**src/rtl/mitll_ndro_pkg.sv**
```systemverilog
// rtl/mitll_ndro_pkg.sv - shared state encoding and default parameters for the NDRO bank
package mitll_ndro_pkg;

    typedef enum logic {
        EMPTY = 1'b0,
        HELD  = 1'b1
    } ndro_state_e;

    localparam int DEF_WIDTH        = 4;
    localparam bit DEF_DESTRUCTIVE  = 1'b0;
    localparam bit DEF_CLR_PRIORITY = 1'b1;
    localparam int DEF_CNT_W        = 8;

endpackage

```
**src/rtl/mitll_ndro_cell.sv**
```systemverilog
// rtl/mitll_ndro_cell.sv - one NDRO storage channel with clear/conflict pulses and optional read-clear
module mitll_ndro_cell
    import mitll_ndro_pkg::*;
#(
    parameter bit DESTRUCTIVE  = DEF_DESTRUCTIVE,
    parameter bit CLR_PRIORITY = DEF_CLR_PRIORITY
) (
    input  logic clk,
    input  logic reset,
    input  logic set,
    input  logic clr,
    input  logic rd,
    output logic state,
    output logic resout,
    output logic conflict
);

    ndro_state_e state_q;
    ndro_state_e state_d;
    logic        clr_wins;
    logic        resout_d;
    logic        conflict_d;

    always_comb begin
        clr_wins   = clr && (CLR_PRIORITY || !set);
        state_d    = state_q;
        // Explicit set beats read-clear; read-clear never raises resout.
        if (clr_wins) begin
            state_d = EMPTY;
        end else if (set) begin
            state_d = HELD;
        end else if (DESTRUCTIVE && rd) begin
            state_d = EMPTY;
        end
        resout_d   = clr_wins && (state_q == HELD);
        conflict_d = set && clr;
    end

    always_ff @(posedge clk or posedge reset) begin
        if (reset) begin
            state_q  <= EMPTY;
            resout   <= 1'b0;
            conflict <= 1'b0;
        end else begin
            state_q  <= state_d;
            resout   <= resout_d;
            conflict <= conflict_d;
        end
    end

    assign state = (state_q == HELD);

endmodule

```
**src/rtl/mitll_ndro_bank.sv**
```systemverilog
// rtl/mitll_ndro_bank.sv - bank of NDRO channels with registered readout and saturating read counter
module mitll_ndro_bank
    import mitll_ndro_pkg::*;
#(
    parameter int WIDTH        = DEF_WIDTH,
    parameter bit DESTRUCTIVE  = DEF_DESTRUCTIVE,
    parameter bit CLR_PRIORITY = DEF_CLR_PRIORITY,
    parameter int CNT_W        = DEF_CNT_W
) (
    input  logic             clk,
    input  logic             reset,
    input  logic [WIDTH-1:0] set,
    input  logic [WIDTH-1:0] clr,
    input  logic             rd,
    output logic [WIDTH-1:0] out,
    output logic             out_valid,
    output logic [WIDTH-1:0] resout,
    output logic [WIDTH-1:0] conflict,
    output logic [WIDTH-1:0] state,
    output logic [CNT_W-1:0] rd_count
);

    for (genvar i = 0; i < WIDTH; i++) begin : g_cell
        mitll_ndro_cell #(
            .DESTRUCTIVE  (DESTRUCTIVE),
            .CLR_PRIORITY (CLR_PRIORITY)
        ) u_cell (
            .clk      (clk),
            .reset    (reset),
            .set      (set[i]),
            .clr      (clr[i]),
            .rd       (rd),
            .state    (state[i]),
            .resout   (resout[i]),
            .conflict (conflict[i])
        );
    end

    // out samples the cells' pre-edge state, so same-edge updates show on the next read.
    always_ff @(posedge clk or posedge reset) begin
        if (reset) begin
            out       <= '0;
            out_valid <= 1'b0;
            rd_count  <= '0;
        end else begin
            out_valid <= rd;
            if (rd) begin
                out <= state;
                if (rd_count != {CNT_W{1'b1}}) begin
                    rd_count <= rd_count + CNT_W'(1);
                end
            end
        end
    end

endmodule
```
**config.mk**
```make
export PLATFORM = sky130hd
export DESIGN_NAME = mitll_ndro_bank
export DESIGN_NICKNAME = d
export VERILOG_FILES = /design/src/rtl/mitll_ndro_pkg.sv /design/src/rtl/mitll_ndro_cell.sv /design/src/rtl/mitll_ndro_bank.sv
export SDC_FILE = /design/constraint.sdc
export NUM_CORES = 1
export LEC_CHECK = 0
export BUFFER_PORTS_ARGS = -buffer_cell sky130_fd_sc_hd__buf_2
export CAP_MARGIN = 20
export CORE_ASPECT_RATIO = 1.75
export CORE_MARGIN = 1
export CORE_UTILIZATION = 40
export DETAILED_ROUTE_END_ITERATION = 10
export PLACE_DENSITY = 0.69
export SETUP_SLACK_MARGIN = 0.1
export SLEW_MARGIN = 20
export SYNTH_ARGS = -nofsm -noshare
export SYNTH_HDL_FRONTEND = slang
export SYNTH_SLANG_ARGS = --single-unit
```
**constraint.sdc**
```tcl
create_clock -name clk -period 1.2 [get_ports clk]
set_input_delay 0.24 -clock clk [delete_from_list [all_inputs] [get_ports clk]]
set_output_delay 0.24 -clock clk [all_outputs]
set_load 0.01 [all_outputs]
```
==> results.ini <==
[global_route]
first_global_vias = 774
globalRouteTotalUtil_pct = 16.0
grt_antenna_before_repair = 0
grt_pass1_wl_mm = 3.15
grt_remaining_overflow = 0
grt_max_degree = 26

[final_layout]
layout.nets = 144
layout.filler_cells = 220
final-seq-area_um2 = 626
postLayoutCoreUtil_pct = 58.3
antenna_cells = 0
areaGrowthSynthToFinish_pct = 38.7
most-common-layout-cells = 30 x sky130_fd_sc_hd__buf_2, 25 x sky130_fd_sc_hd__dfrtp_1, 15 x sky130_fd_sc_hd__buf_4
drive_above_1_share_pct = 57.3
layout_commonest_cell = sky130_fd_sc_hd__buf_2
multi_input_area_um2 = 355

[cts]
cts_root_buf = sky130_fd_sc_hd__clkbuf_8
tritoncts_num_sinks = 25
cts_hold_repair.buffers = 0
cts_tree = built
cts_made_buffers = 3
clk-insertion-delay-late_ns = 0.26
cts-root-to-sink-buffers = 2
htree_num_levels = 1
clkTransAtPathRegs_ns = 0.08

[setup_path]
critical_path_peak_fanout = 3
crit_chain = ha_4 -> and3_4 -> nand4_1 -> mux2_4
worst_path_max_delay_cell = sky130_fd_sc_hd__dfrtp_1
critical_path_class = reg2reg
cpLargestDelayFamily = flip-flops
critical_path.endpoint_type = flip-flop
critical_path.reg2reg.startpoint = rd_count[1]
critPathMaxStageDelay_ns = 0.40
cp_num_buf_inv = 0
critical_path_arrival_ns = 1.42
cp.required_ns = 1.35
critPathLaunchType = flip-flop
startpoint_of_the_worst_setup_timing_path = rd_count[1]

[timing]
worst_clock_skew_ns = 0.00111
timing.final.ws_setup_ns = -0.0710
tightestPinTransition_ns = 0.316
achievable-frequency_mhz = 787
finalSetupViolations = 7
timing_max_transition_violations_final = 0
hold_viol = 0
max_slew_margin_pct = 78.9
share_of_the_clock_period_used_by_the_worst_path_pct = 106
tns_ns = -0.205
setup_repair_after_global_routing_missed_its_margin = yes
timing.final.crit_period_ns = 1.27

[synth]
mappedNetlistArea_mm2 = 0.00105
syn_area_per_cell_um2 = 12.5
netlist_instances = 84
portion_of_the_post_synthesis_area_used_by_sequential_elements_pct = 59.7
post_synth_num_cell_types = 22
ys.warnings.count = 0
postSynthNetCount = 96
postSynthRegisterBits = 25

[job]
cap_viol_max_count = 0

[route]
drt_first_iter_violations = 16
drt_drc_violations_left = 0
vias = 760
finalWirelength_mm = 2.03
antenna_nets_post_route = 0
avgRoutedWirePerCell_um = 12.9
vias_per_cell = 4.84
dr.pass1.iters = 4

[die]
die_w_um = 40.7
floorplan.initialDensity_pct = 42.0
boundaryPins = 36
core-area_mm2 = 0.00249
die_area_mm2 = 0.00283
floorplan.rows = 24
die-height_um = 69.7

[placement]
place.port_buffers = 35
dp.final_hpwl_mm = 1.46
dp_worst_setup_slack_ns = -0.0957
routabilityCongestion = 0.713

[pwr]
power.density_cell_area_mw_per_mm2 = 1900
worst_ir_drop_vdd_mv = 1.03
leakagePower_uw = 0.000738

[worst_hold_path]
hold_path.class = in2async

[run_status]
violations_in_the_final_reports = setup timing
outcome = finished, violations left

[registers in the layout (all words and copies together), names as in the netlist]
name,count
out_valid,1
g_cell.u_cell.conflict,4
g_cell.u_cell.state,4
out,4
g_cell.u_cell.resout,4
rd_count,8
[power breakdown]
part / switching (uW) / total [uW] / internal (uW)
combinational: 464 / 1150 / 687
sequential: 139 / 1140 / 1000
clock: 236 / 472 / 237
total: 838 / 2760 / 1920
[routing by layer]
layer  routed length [um]  track usage, %  vias to the layer above
li1                     -               -                      363
met1                  778            17.0                      374
met2                 1170            27.9                       19
met3                   53            1.92                        4
met4                   33            7.78                        0
met5                    0               0                        -
[worst min-delay path: stages]
cell and delay (ns):
sky130_fd_sc_hd__buf_2 0.09, sky130_fd_sc_hd__inv_1 0.04, sky130_fd_sc_hd__buf_4 0.30
[worst paths after layout]
kind	endpoint	slack, ns	cells after the start
min in group clk	g_cell[0].u_cell.state	0.14	2
worst min-delay path	g_cell[3].u_cell.resout	0.01	3
max in group asynchronous	g_cell[2].u_cell.conflict	0.95	3
worst min register to register	out[0]	0.51	1
worst max register to register	rd_count[6]	-0.07	4
worst max-delay path	rd_count[6]	-0.07	4
[cell type report]
class	count	share of cell area, %
inverters	2	0.517
well taps	26	2.24
flip-flops and latches	25	43.1
clock buffers	4	3.10
multi-input cells	44	24.5
repair buffers	56	26.6
[synthesized netlist by cell type, drive strengths merged]
cell / n / share of area (%)
o211ai: 1 / 0.72
mux2: 6 / 6.5
nand3: 1 / 0.48
o2111ai: 1 / 0.84
and4: 2 / 1.7
nand4: 3 / 2.4
ha: 1 / 1.2
and2: 8 / 4.8
nor2b: 1 / 0.60
a21oi: 3 / 1.4
dfrtp: 25 / 60
nor2: 8 / 2.9
xnor2: 4 / 3.3
buf: 13 / 9.7
inv: 2 / 0.72
and3: 1 / 1.1
nand2: 2 / 0.72
o21ai: 2 / 1.3
[per-stage QoR]
stage	hold WS, ns	power (uW)	cell area (um^2)	instances
2_1_floorplan	0.267	1530	1050	84
3_3_place_gp	0.293	1880	1260	145
3_5_place_dp	0.303	1940	1260	145
4_1_cts	0.0149	2680	1420	155
5_1_grt	0.0383	2930	1450	157
6_report	0.0112	2760	1450	157
[repair_timing]
action,in CTS,in global routing
pin swaps,4,2
endpoints found under the setup margin,16,16
gates cloned,0,0
buffers inserted,6,2
resized for setup,15,5
[cells by family after synthesis]
kind of cell,count (synthesis),synth area share [%]
AO/OA/AOI/OAI,7,4.30
XOR/XNOR,4,3.34
adder cells (fa/ha/maj),1,1.19
buffers and inverters,15,10.4
flip-flops,25,59.7
multiplexers,6,6.45
AND/OR/NAND/NOR,26,14.6
(Power assumes the default switching activity.)
